$ cat src/rtl/sbox_pkg.sv
// Shared constants, types and identity-table init for the forward/inverse 4-bit S-box pair.
package sbox_pkg;

  localparam int SBOX_W     = 4;
  localparam int SBOX_DEPTH = 2**SBOX_W;

  typedef enum logic [1:0] {
    S_READY = 2'd0,
    S_STALE = 2'd1,
    S_BUILD = 2'd2,
    S_ERR   = 2'd3
  } sbox_state_e;

  typedef logic [SBOX_DEPTH-1:0][SBOX_W-1:0] sbox_tbl_t;

  // One write into the inverse table, driven by the builder during the sweep.
  typedef struct packed {
    logic              we;
    logic [SBOX_W-1:0] addr;
    logic [SBOX_W-1:0] data;
  } inv_wr_t;

  function automatic sbox_tbl_t sbox_identity();
    sbox_tbl_t t;
    for (int i = 0; i < SBOX_DEPTH; i++) t[i] = SBOX_W'(i);
    return t;
  endfunction

endpackage

$ cat src/rtl/sbox_inv_builder.sv
// Inverse-table sweep: walks fwd[0..DEPTH-1], emits inv writes and tracks duplicate outputs.
module sbox_inv_builder
  import sbox_pkg::*;
#(
  parameter int W     = SBOX_W,
  localparam int DEPTH = 2**W
) (
  input  logic         clk,
  input  logic         rst_n,
  input  logic         start,
  input  logic         run,
  input  logic [W-1:0] fwd_val,
  output logic [W-1:0] idx,
  output inv_wr_t      inv_wr,
  output logic         done,
  output logic         dup_final
);

  logic [W:0]       cnt;
  logic [DEPTH-1:0] seen;
  logic             dup;

  assign idx = cnt[W-1:0];

  always_comb begin
    inv_wr      = '0;
    inv_wr.we   = run;
    inv_wr.addr = fwd_val;
    inv_wr.data = idx;
  end

  // The last entry's collision is folded in combinationally so the sweep ends in DEPTH cycles.
  assign done      = run && (cnt == (W+1)'(DEPTH-1));
  assign dup_final = dup | seen[fwd_val];

  always_ff @(posedge clk or negedge rst_n) begin
    if (!rst_n) begin
      cnt  <= '0;
      seen <= '0;
      dup  <= 1'b0;
    end else if (start) begin
      cnt  <= '0;
      seen <= '0;
      dup  <= 1'b0;
    end else if (run) begin
      cnt           <= cnt + 1'b1;
      seen[fwd_val] <= 1'b1;
      if (seen[fwd_val]) dup <= 1'b1;
    end
  end

endmodule

$ cat src/rtl/sbox_inv_small.sv
// Inverse 4-bit S-box: programmable forward table, sequential inverse build, 1-cycle lookup stream.
// Optional SBOX_INV_SELFCHECK_EN adds a fwd[inv[x]] == x check on every accepted lookup.
module sbox_inv_small
  import sbox_pkg::*;
#(
  parameter int W     = SBOX_W,
  localparam int DEPTH = 2**W
) (
  input  logic         clk,
  input  logic         rst_n,
  input  logic         cfg_we,
  input  logic [W-1:0] cfg_addr,
  input  logic [W-1:0] cfg_data,
  input  logic         cfg_commit,
  output logic         cfg_busy,
  output logic         table_ok,
  output logic         table_err,
  input  logic         in_valid,
  output logic         in_ready,
  input  logic [W-1:0] in_data,
  output logic         out_valid,
  input  logic         out_ready,
  output logic [W-1:0] out_data,
  output logic         chk_err
);

  sbox_state_e               state;
  logic [DEPTH-1:0][W-1:0]   fwd_tbl;
  logic [DEPTH-1:0][W-1:0]   inv_tbl;

  logic         bld_start, bld_run, bld_done, bld_dup;
  logic [W-1:0] bld_idx;
  inv_wr_t      inv_wr;
  logic         accept;

  assign bld_run   = (state == S_BUILD);
  assign bld_start = cfg_commit && !bld_run;

  sbox_inv_builder #(.W(W)) u_builder (
    .clk       (clk),
    .rst_n     (rst_n),
    .start     (bld_start),
    .run       (bld_run),
    .fwd_val   (fwd_tbl[bld_idx]),
    .idx       (bld_idx),
    .inv_wr    (inv_wr),
    .done      (bld_done),
    .dup_final (bld_dup)
  );

  // A same-cycle write and commit both land: the write is in fwd before the sweep reads it.
  always_ff @(posedge clk or negedge rst_n) begin
    if (!rst_n) begin
      state   <= S_READY;
      fwd_tbl <= sbox_identity();
      inv_tbl <= sbox_identity();
    end else begin
      if (cfg_we && !bld_run) fwd_tbl[cfg_addr] <= cfg_data;
      if (inv_wr.we) inv_tbl[inv_wr.addr] <= inv_wr.data;
      case (state)
        S_BUILD: if (bld_done) state <= bld_dup ? S_ERR : S_READY;
        default: begin
          if (cfg_commit)  state <= S_BUILD;
          else if (cfg_we) state <= S_STALE;
        end
      endcase
    end
  end

  assign table_ok  = (state == S_READY);
  assign table_err = (state == S_ERR);
  assign cfg_busy  = bld_run;

  assign in_ready = (state == S_READY) && (!out_valid || out_ready);
  assign accept   = in_valid && in_ready;

  always_ff @(posedge clk or negedge rst_n) begin
    if (!rst_n) begin
      out_valid <= 1'b0;
      out_data  <= '0;
    end else if (accept) begin
      out_valid <= 1'b1;
      out_data  <= inv_tbl[in_data];
    end else if (out_ready) begin
      out_valid <= 1'b0;
    end
  end

`ifdef SBOX_INV_SELFCHECK_EN
  // Only storage corruption can trip this: a bijective build always round-trips.
  always_ff @(posedge clk or negedge rst_n) begin
    if (!rst_n)
      chk_err <= 1'b0;
    else if (accept && (fwd_tbl[inv_tbl[in_data]] != in_data))
      chk_err <= 1'b1;
  end
`else
  assign chk_err = 1'b0;
`endif

endmodule

$ cat config.mk
export PLATFORM = sky130hd
export DESIGN_NAME = sbox_inv_small
export DESIGN_NICKNAME = d
export VERILOG_FILES = /design/src/rtl/sbox_pkg.sv /design/src/rtl/sbox_inv_builder.sv /design/src/rtl/sbox_inv_small.sv
export SDC_FILE = /design/constraint.sdc
export NUM_CORES = 1
export LEC_CHECK = 0
export CAP_MARGIN = 20
export CORE_MARGIN = 4
export CORE_UTILIZATION = 31
export DETAILED_ROUTE_END_ITERATION = 10
export RECOVER_POWER = 100
export SLEW_MARGIN = 40
export SYNTH_ARGS = -nofsm -noshare
export SYNTH_HDL_FRONTEND = slang
export SYNTH_SLANG_ARGS = --single-unit
$ cat constraint.sdc
create_clock -name clk -period 4.9 [get_ports clk]
set_input_delay 1.47 -clock clk [delete_from_list [all_inputs] [get_ports clk]]
set_output_delay 1.47 -clock clk [all_outputs]
set_load 0.01 [all_outputs]
==> results of run 1 <==
-- synth_stat cells, drive strengths merged, types with 4 or more instances --
cell type / number / share of area
dfrtp: 93 / 0.30
nor2: 34 / 0.020
clkbuf: 20 / 0.0098
o21ai: 9 / 0.0059
nand2: 51 / 0.025
nor2b: 4 / 0.0033
a21o: 10 / 0.0098
dfstp: 64 / 0.22
and2: 4 / 0.0034
nor3: 6 / 0.0039
nand2b: 5 / 0.0041
a21oi: 6 / 0.0039
mux4: 36 / 0.11
inv: 6 / 0.0029
buf: 9 / 0.0085
mux2i: 16 / 0.027
nand3: 4 / 0.0026
mux2: 138 / 0.20
-- cell type report --
| class | count | area, µm² |
|---|---|---|
| Clock inverter | 7 | 114 |
| Timing Repair Buffer | 32 | 309 |
| Clock buffer | 25 | 485 |
| Inverter | 7 | 26.3 |
| Fill cell | 2256 | 15500 |
| Tap cell | 324 | 405 |
| Sequential cell | 157 | 4010 |
| Multi-Input combinational cell | 351 | 3430 |
-- state kept, by name (all words and copies together), names as in the netlist --
register / count
u_builder.cnt: 5
u_builder.dup: 1
state: 2
out_valid: 1
out_data: 4
u_builder.seen: 16
fwd_tbl: 64
inv_tbl: 64
-- layer usage --
metal	GRT usage	vias to the layer above	share of wire
met3	0.0256	19	0.032
met5	0	-	0
met2	0.204	64	0.50
met1	0.169	2349	0.46
li1	-	2035	-
met4	0.0389	0	0.018
-- layout by cell type (no fill, tap or decap), types with 3 or more instances in the layout --
master,count
dfrtp_1,92
mux2_2,87
dfstp_2,64
nand2_1,51
mux2_1,51
mux4_2,36
nor2_1,33
clkbuf_16,17
mux2i_1,13
dlygate4sd3_1,13
clkdlybuf4s50_1,12
a21o_1,10
o21ai_0,8
inv_1,6
nor3_1,6
a21oi_1,6
clkbuf_1,6
nand2b_1,5
nor2b_1,4
nand3_1,4
buf_4,4
and2_1,3
nand4_1,3
mux2i_4,3
clkbuf_8,3
clkinv_2,3
bufinv_16,3
-- cells by family after synthesis --
logic type               count (synthesis)  share of synthesized area
adder cells (fa/ha/maj)                  2                    0.00327
AND/OR/NAND/NOR                        120                     0.0740
flip-flops                             157                      0.524
other                                    1                   0.000490
buffers and inverters                   36                     0.0218
XOR/XNOR                                 1                    0.00115
AO/OA/AOI/OAI                           37                     0.0384
multiplexers                           190                      0.337
-- worst reg2reg max path, stage by stage, from the launching register on --
cell and delay, ns:
dfrtp_1 1.24, clkbuf_1 0.77, mux2i_1 0.17, a22oi_1 0.35, nand3_1 0.21, nand2_1 0.30, nand2_1 0.12, nor2_1 0.45
mux2_1 0.38
-- power groups by stage --
stage	combinational, mW	sequential (mW)	clock (mW)
after floorplan	1.63	2.10	0
final	1.91	2.29	1.34
after detailed placement	1.98	2.31	0
after global routing	2.09	2.36	1.42
after global placement	1.92	2.28	0
after CTS	1.99	2.29	1.37
-- path summary, 6_finish.rpt --
path	from	end	slack (ns)	depth (start not counted)
min	u_builder.seen[6]	u_builder.seen[6]	0.48	2
max reg2reg	u_builder.cnt[0]	inv_tbl[56]	0.78	8
min in group asynchronous	rst_n	out_data[3]	1.81	1
min reg2reg	u_builder.seen[6]	u_builder.seen[6]	0.48	2
max in group asynchronous	rst_n	u_builder.cnt[2]	1.46	1
max	out_ready	in_ready	0.57	4
-- per-stage QoR --
| step | power [mW] | worst slack (ns) | hold slack (ns) | instance area, µm² |
|---|---|---|---|---|
| final | 5.53 | 0.567 | 0.480 | 8780 |
| after global routing | 5.87 | 0.360 | 0.495 | 8780 |
| after CTS | 5.65 | 0.677 | 0.481 | 8840 |
| after detailed placement | 4.29 | 0.686 | 0.466 | 8240 |
| after global placement | 4.20 | 0.687 | 0.459 | 8230 |
| after floorplan | 3.73 | 1.36 | 0.442 | 7650 |
==> results_dict.tcl, run 1 <==
set metrics [dict create \
    outcome "finished with violations" \
    violations "capacitance limit, slew limit" \
    grt_pass1_vias 4760 \
    slew_headroom -0.653 \
    viasPerCell 4.95 \
    diodes 0 \
    synth_edf_count 0 \
    fmax_ghz 0.231 \
    grt_usage 0.125 \
    slew_viol_final 100 \
    min_period_ns 4.33 \
    cp_top_family "buffers and inverters" \
    grt_max_degree 101 \
    worstMarginPinSlew_ns 2.48 \
    utilization 0.361 \
    grt_pass1_wl_um 26500 \
    max_cap_violations 1 \
    critPathRequiredTime_ns 3.43 \
    holdBufCountCts 0 \
    pin_count 28 \
    yosysWarnings 0 \
    crit_chain "dlygate4sd3_1 -> nor2b_1 -> nor3_1 -> dlygate4sd3_1" \
    rsz0062_at_grt "no" \
    critPathLaunchType "primary input" \
    fin_crit_sh 0.884 \
    insertion_delay_ns 0.42 \
    synth.avg_cell_area_um2 14.1 \
    place_inst 871 \
    critPathBufInv 2 \
    area_growth_pct 14.8 \
    gp_congestion 0.779 \
    antenna_found_initial 0 \
    die_area_um2 27200 \
    synth_nets 564 \
    drt_iter0_markers 221 \
    ys_seq_area_frac 0.524 \
    cts_resized 0 \
    post_cts_buffers 0 \
    ys_types 51 \
    tritoncts "yes" \
    pwr-share-clk 0.242 \
    dr_total_vias 4467 \
    final_cells 903 \
    arrival_ns 2.86 \
    p_per_area_nw_per_um2 630 \
    overflow 0 \
    hold_viol 0 \
    ir_drop_mv 0.262 \
    fin_setup_tns_ns 0 \
    portBuffers 26 \
    drc_errors 0 \
    ys_ff_latch 157 \
    cts-htree-levels 4 \
    cp-end-kind "output port" \
    die_height_um 165 \
    dp_hpwl_um 11400 \
    crit_top_cell "dlygate4sd3_1" \
    hp-class "reg -> reg" \
    setup_violations 0 \
    p_comb_frac 0.345 \
    clk_pin_slew_worst_paths_ns 0.06 \
    cts.sinks 157 \
    first_pass_iters 4 \
    syn_inst 544 \
    path_max_fanout 2 \
    worstSetupPathType "in -> out" \
    p_switching_mw 1.80 \
    fin_nets 586 \
    cts_max_path_buffers 2 \
    drive_above_1_share 0.401 \
    intPower_mw 3.72 \
    seqPwrFrac 0.413 \
    p_leak_nw 3.83 \
    cts-buffers-inserted 17 \
    rows 57 \
    p_sw_frac 0.326 \
    syn_area_um2 7650 \
    wl_um 16100 \
    synth_flop_cell "dfrtp_1" \
    skew_ns 0.00952 \
    ant_nets 0 \
    cp_slowest_cell "dlygate4sd3_1" \
    floorplan.initialDensity 0.314 \
    critical-path-max-stage-delay_ns 0.64 \
    synthArstFlopShare 1.00 \
    clockRootBuffer "clkbuf_16" \
    core-area_um2 24300 \
    wl_per_cell_um 17.9 \
    die_w_um 165 \
]
Note: power is estimated with default switching activity, not from simulation.
==> run 2, diff against run 1 <==
--- a/config.mk
+++ b/config.mk
@@ -5,7 +5,7 @@
 export SDC_FILE = /design/constraint.sdc
 export NUM_CORES = 1
 export LEC_CHECK = 0
-export CAP_MARGIN = 20
+export CAP_MARGIN = 30
 export CORE_MARGIN = 4
 export CORE_UTILIZATION = 31
 export DETAILED_ROUTE_END_ITERATION = 10
==> results of run 2 <==
The final DEF is identical to that of run 1; final timing and power are the same.
